**src/rtl/ps2_pkg.sv**
```systemverilog
// Shared types and constants for the PS/2 keyboard receive path.
package ps2_pkg;

    typedef enum logic [1:0] {IDLE, DATA, PARITY, STOP} frame_state_t;

    localparam logic [7:0] PS2_EXT    = 8'hE0;
    localparam logic [7:0] PS2_REL    = 8'hF0;
    localparam logic [7:0] PS2_PAUSE  = 8'hE1;
    localparam int         PAUSE_SKIP = 7;

    // Keyboard responses (ACK, BAT ok, echo, resend, overrun) that carry no key
    localparam int         N_IGNORE = 6;
    localparam logic [7:0] IGNORE_CODES [N_IGNORE] =
        '{8'hFA, 8'hAA, 8'hEE, 8'hFE, 8'h00, 8'hFF};

    function automatic logic is_ignored(input logic [7:0] code);
        logic hit;
        hit = 1'b0;
        for (int i = 0; i < N_IGNORE; i++) begin
            if (code == IGNORE_CODES[i]) hit = 1'b1;
        end
        return hit;
    endfunction

endpackage

```
**src/rtl/ps2_rx_frame.sv**
```systemverilog
// PS/2 pin conditioning and 11-bit frame receiver: start, 8 data LSB first,
// odd parity, stop. One byte_vld or err pulse per frame.
//   state  | meaning
//   IDLE   | waiting for start bit edge
//   DATA   | shifting in 8 data bits
//   PARITY | capturing parity bit
//   STOP   | checking stop bit, then report byte or error
module ps2_rx_frame
    import ps2_pkg::*;
#(
    parameter int FILTER_LEN = 8,
    parameter int TIMEOUT    = 100000
) (
    input  logic       clk_sys,
    input  logic       rst,
    input  logic       ps2_clk,
    input  logic       ps2_data,
    output logic       byte_vld,
    output logic [7:0] byte_data,
    output logic       err
);

    localparam int            FW        = $clog2(FILTER_LEN + 1);
    localparam int            TW        = $clog2(TIMEOUT + 1);
    localparam logic [FW-1:0] FILT_LOAD = FW'(FILTER_LEN - 1);
    // Two cycles short: one for the err register here, one for the output stage
    localparam logic [TW-1:0] TMO_LOAD  = TW'(TIMEOUT - 2);

    logic [1:0]    clk_sync;
    logic [1:0]    dat_sync;
    logic          clk_lvl;
    logic [FW-1:0] filt_cnt;
    logic          fall;
    logic          dat;

    frame_state_t  state, state_nxt;
    logic [2:0]    bit_cnt, bit_cnt_nxt;
    logic [7:0]    shreg, shreg_nxt;
    logic          par_ok, par_ok_nxt;
    logic [TW-1:0] tmo_cnt, tmo_nxt;
    logic          vld_nxt, err_nxt;

    assign dat       = dat_sync[1];
    assign fall      = clk_lvl & ~clk_sync[1] & (filt_cnt == '0);
    assign byte_data = shreg;

    always_ff @(posedge clk_sys or posedge rst) begin
        if (rst) begin
            clk_sync <= 2'b11;
            dat_sync <= 2'b11;
            clk_lvl  <= 1'b1;
            filt_cnt <= FILT_LOAD;
        end else begin
            clk_sync <= {clk_sync[0], ps2_clk};
            dat_sync <= {dat_sync[0], ps2_data};
            if (clk_sync[1] == clk_lvl) begin
                filt_cnt <= FILT_LOAD;
            end else if (filt_cnt == '0) begin
                clk_lvl  <= clk_sync[1];
                filt_cnt <= FILT_LOAD;
            end else begin
                filt_cnt <= filt_cnt - FW'(1);
            end
        end
    end

    always_ff @(posedge clk_sys or posedge rst) begin
        if (rst) begin
            state    <= IDLE;
            bit_cnt  <= '0;
            shreg    <= '0;
            par_ok   <= 1'b0;
            tmo_cnt  <= '0;
            byte_vld <= 1'b0;
            err      <= 1'b0;
        end else begin
            state    <= state_nxt;
            bit_cnt  <= bit_cnt_nxt;
            shreg    <= shreg_nxt;
            par_ok   <= par_ok_nxt;
            tmo_cnt  <= tmo_nxt;
            byte_vld <= vld_nxt;
            err      <= err_nxt;
        end
    end

    always_comb begin
        state_nxt   = state;
        bit_cnt_nxt = bit_cnt;
        shreg_nxt   = shreg;
        par_ok_nxt  = par_ok;
        tmo_nxt     = tmo_cnt;
        vld_nxt     = 1'b0;
        err_nxt     = 1'b0;

        if (fall) begin
            tmo_nxt = TMO_LOAD;
        end else if (state != IDLE && tmo_cnt != '0) begin
            tmo_nxt = tmo_cnt - TW'(1);
        end

        if (state != IDLE && !fall && tmo_cnt == '0) begin
            state_nxt = IDLE;
            err_nxt   = 1'b1;
        end else if (fall) begin
            case (state)
                IDLE: begin
                    if (!dat) begin
                        state_nxt   = DATA;
                        bit_cnt_nxt = '0;
                    end else begin
                        err_nxt = 1'b1;
                    end
                end
                DATA: begin
                    shreg_nxt   = {dat, shreg[7:1]};
                    bit_cnt_nxt = bit_cnt + 3'd1;
                    if (bit_cnt == 3'd7) state_nxt = PARITY;
                end
                PARITY: begin
                    par_ok_nxt = ^{shreg, dat};
                    state_nxt  = STOP;
                end
                STOP: begin
                    state_nxt = IDLE;
                    if (par_ok && dat) vld_nxt = 1'b1;
                    else               err_nxt = 1'b1;
                end
                default: state_nxt = IDLE;
            endcase
        end
    end

endmodule

```
**src/rtl/ps2_key_decoder.sv**
```systemverilog
// PS/2 keyboard decoder: resolves E0/F0/E1 prefixes on received bytes and
// produces the toggle-strobed 11-bit key event word.
module ps2_key_decoder
    import ps2_pkg::*;
#(
    parameter int FILTER_LEN = 8,
    parameter int TIMEOUT    = 100000
) (
    input  logic        clk_sys,
    input  logic        RESET,
    input  logic        ps2_clk,
    input  logic        ps2_data,
    output logic [10:0] ps2_key,
    output logic        key_stb,
    output logic        frame_err
);

    logic       byte_vld;
    logic [7:0] byte_data;
    logic       err;
    logic       ext;
    logic       rel;
    logic [2:0] skip;

    ps2_rx_frame #(
        .FILTER_LEN (FILTER_LEN),
        .TIMEOUT    (TIMEOUT)
    ) u_rx (
        .clk_sys   (clk_sys),
        .rst       (RESET),
        .ps2_clk   (ps2_clk),
        .ps2_data  (ps2_data),
        .byte_vld  (byte_vld),
        .byte_data (byte_data),
        .err       (err)
    );

    always_ff @(posedge clk_sys or posedge RESET) begin
        if (RESET) begin
            ps2_key   <= '0;
            key_stb   <= 1'b0;
            frame_err <= 1'b0;
            ext       <= 1'b0;
            rel       <= 1'b0;
            skip      <= '0;
        end else begin
            key_stb   <= 1'b0;
            frame_err <= err;
            if (err) begin
                ext  <= 1'b0;
                rel  <= 1'b0;
                skip <= '0;
            end else if (byte_vld) begin
                // The pause key sends E1 plus seven more bytes and no break
                if (skip != '0) begin
                    skip <= skip - 3'd1;
                end else if (byte_data == PS2_PAUSE) begin
                    skip <= 3'(PAUSE_SKIP);
                end else if (byte_data == PS2_EXT) begin
                    ext <= 1'b1;
                end else if (byte_data == PS2_REL) begin
                    rel <= 1'b1;
                end else if (!is_ignored(byte_data)) begin
                    ps2_key <= {~ps2_key[10], ~rel, ext, byte_data};
                    key_stb <= 1'b1;
                    ext     <= 1'b0;
                    rel     <= 1'b0;
                end
            end
        end
    end

endmodule
```
**config.mk**
```make
export PLATFORM = sky130hd
export DESIGN_NAME = ps2_key_decoder
export DESIGN_NICKNAME = d
export VERILOG_FILES = /design/src/rtl/ps2_pkg.sv /design/src/rtl/ps2_rx_frame.sv /design/src/rtl/ps2_key_decoder.sv
export SDC_FILE = /design/constraint.sdc
export NUM_CORES = 1
export LEC_CHECK = 0
export ABC_AREA = 1
export BUFFER_PORTS_ARGS = -buffer_cell sky130_fd_sc_hd__buf_2
export CAP_MARGIN = 20
export CORE_ASPECT_RATIO = 0.5
export CORE_MARGIN = 10
export CORE_UTILIZATION = 60
export DETAILED_ROUTE_END_ITERATION = 8
export PLACE_DENSITY = 0.78
export SETUP_SLACK_MARGIN = 0.15
export SYNTH_ARGS = -nofsm -noshare
export SYNTH_HDL_FRONTEND = slang
export SYNTH_SLANG_ARGS = --single-unit
export TNS_END_PERCENT = 5
```
**constraint.sdc**
```tcl
create_clock -name clk_sys -period 2.3 [get_ports clk_sys]
set_clock_uncertainty 0.1 [all_clocks]
set_input_delay 0.46 -clock clk_sys [delete_from_list [all_inputs] [get_ports clk_sys]]
set_output_delay 0.46 -clock clk_sys [all_outputs]
set_load 0.02 [all_outputs]
```
==> summary.txt <==
Syn Area/Cell -> 7.74 um2
Crit path max-delay family -> simple AND/OR/NAND/NOR gates
commonest cells after routing, fill and taps aside -> 134 x nand2_1, 54 x inv_1, 52 x dfrtp_1
sw power -> 0.000591 W
Congestion Overflow GR -> 0
multi-input logic area -> 1670 um2
post-route insts no fill -> 550
Synth Net Count -> 467
FP Rows -> 19
Tot GR Track Use -> 15.0%
Vias -> 2785
Starting Density -> 62.9%
Slew @ Worst Pin -> 606 ps
#FFs+latches synth -> 60
Initial DRC Count -> 221
Area Growth Syn to Fin -> 12.6%
CP startpoint kind -> flop
post-synthesis cell type with the largest combined area -> dfrtp_1
pin count of the biggest net entering global routing -> 61
DRT antenna net count -> 0
Hold WC Path Type -> primary input to asynchronous set/reset pin
Sw Ratio -> 21.6%
drt drc -> 0
Pint -> 0.00214 W
worst-path maximum fanout -> 12
LEAKAGE -> 2.22 nW
DP HPWL -> 4600 um
Final setup viols -> 0
Fillers -> 444
diode count -> 0
Clock power frac -> 51.9%
synth unique cells -> 31
Crit. End Element -> flop
DP Area -> 3610 um2
Post-Syn Area -> 3500 um2
most common library cell in the layout ignoring fill and taps -> nand2_1
clock-pin slew of the registers on the worst-case setup and hold paths -> 50 ps
share of the synthesized area in the top cell type -> 37.2%
clock tree sinks -> 60
layout cells sized above 1 -> 19.9%
first-pass GRT wire length -> 11600 um
Max Cap Viol -> 0
IO Count -> 17
combinational share of power -> 7.2%
Worst R2R Path Depth -> 9
Tcrit/Tclk final -> 84.7%
Total Routed Length -> 6500 um
sequential cell area -> 1510 um2
synth top area cells -> dfrtp_1 37%, nand2_1 14%, nand3_1 6.9%
CTS tree -> done
status -> finished clean
CP arrival -> 2060 ps
Final Critical Period -> 1950 ps
Slew headroom -> 59.5%
die span in y -> 74.0 um
port bufs -> 16
Final TNS setup -> 0 ps
Synthesis Warnings -> 0
CTS buffer count -> 9
critical path's slowest cell -> dfrtp_1
final number of hold-violating endpoints -> 0
Clk Latency, worst-skew pair -> 330 ps
WL per Instance -> 11.8 um
core area -> 5560 um2
Die ar. -> 9470 um2
Syn Inst Count -> 452
Vias/cell -> 5.06
vias in the first global route -> 2682
initial antenna violation count -> 0
sequential share of the synthesized area -> 43.2%
Nets -> 487
Die X -> 128 um
number of H-tree levels -> 3
final instance area -> 3940 um2
RSZ-0062 raised after global routing -> yes
worst-path cell chain -> inv_1 -> ha_1 -> inv_1 -> nor2_1 -> nand2_2 -> nor2_4 -> nand3_2 -> nand2_1 -> nand2_1
Worst Path Buf+Inv -> 2
Worst Hold Slack -> 97.1 ps
Tot Pwr -> 0.00273 W
drt first pass iters -> 4
post-CTS setup buffer count -> 0
Peak VDD IR -> 0.000586 V
CP Depth -> 9
GP Congestion -> 0.872
Final Max Slew Viols -> 0
PwrDens -> 694 nW/um2
Clock Tree Root -> clkbuf_16
placed cells -> 534
Worst Path Required -> 2410 ps
clock tree buffer depth -> 2
fmax -> 514 MHz
slowest cell delay on critical path -> 350 ps
sequential share of power -> 40.9%
Crit Path Category -> flop to flop
-- power groups by stage --
stage	Sequential, W	Combinational [W]	Clock, W
6_report	0.00112	0.000196	0.00142
5_1_grt	0.00112	0.000229	0.00149
4_1_cts	0.00112	0.000198	0.00145
3_5_place_dp	0.00113	0.000194	0
3_3_place_gp	0.00113	0.000191	0
2_1_floorplan	0.00113	0.000159	0
-- synth_stat cells (all sizes together) --
cell type    n
nand2      154
inv         63
nor2        53
dfrtp       52
nand3       52
o21ai       22
ha          11
nand4       10
buf          9
dfstp        8
xor2         6
a21oi        4
nor3         2
a32oi        1
nor3b        1
o211ai       1
o21a         1
o31ai        1
or2          1
-- what timing repair did --
action | 4_1_cts | 5_1_grt
endpoints found under the setup margin | 0 | 12
hold buffers | 0 | 0
resized for setup | 0 | 1
-- metal layers --
metal  global-route usage, %  wire [um]  vias to the layer above
met3                    6.17        371                       10
met4                    4.96         94                        0
met2                    25.3       2990                       44
met5                       0          0                        -
li1                        -          -                     1468
met1                    17.3       3040                     1263
-- area by class of cell --
class	count	area share, %
multi-input cells	320	42.4
flip-flops and latches	60	38.4
clock buffers	12	6.26
inverters	63	6.07
repair buffers	18	2.73
well taps	73	2.32
clock inverters	4	1.84
-- worst reg2reg max path, stage by stage (launching register included) --
cell	delay [ps]
dfrtp_1	350
inv_1	100
ha_1	150
inv_1	40
nor2_1	180
nand2_2	110
nor2_4	230
nand3_2	340
nand2_1	150
nand2_1	60
-- flip-flops by register name (all words and copies together) (netlist names), 2 cells and up --
signal	cells
u_rx.filt_cnt	4
u_rx.bit_cnt	3
u_rx.dat_sync	2
skip	3
ps2_key	11
u_rx.byte_data	8
u_rx.clk_sync	2
u_rx.tmo_cnt	17
u_rx.state	2
-- metrics by stage --
stage | utilization (%) | worst slack [ps]
2_1_floorplan | - | 269
3_3_place_gp | 65.0 | 343
3_5_place_dp | 65.0 | 303
6_report | 70.8 | 353
5_1_grt | 70.8 | 95.4
4_1_cts | 70.7 | 251
-- kinds of logic (layout without fill, tap and decap cells) --
family	Yosys count	in the layout	synth area share, %
and+or+nand+nor	273	273	36.6
DFF	60	60	43.2
buffers and inverters	72	97	9.16
AOI/OAI and AO/OA	30	30	5.58
xor gates and xnor gates	6	6	1.50
adders and majority gates	11	11	3.94
-- final timing paths --
kind | endpoint | from | slack, ps
setup / recovery | ps2_key[10] | skip[0] | 350
hold / removal | u_rx.state[0] | RESET | 100
setup reg to reg | ps2_key[10] | skip[0] | 350
hold reg to reg | u_rx.dat_sync[1] | u_rx.dat_sync[0] | 250
max in group asynchronous | u_rx.clk_lvl | RESET | 1700
min in group clk_sys | u_rx.dat_sync[0] | ps2_data | 140
(Power assumes the default switching activity.)
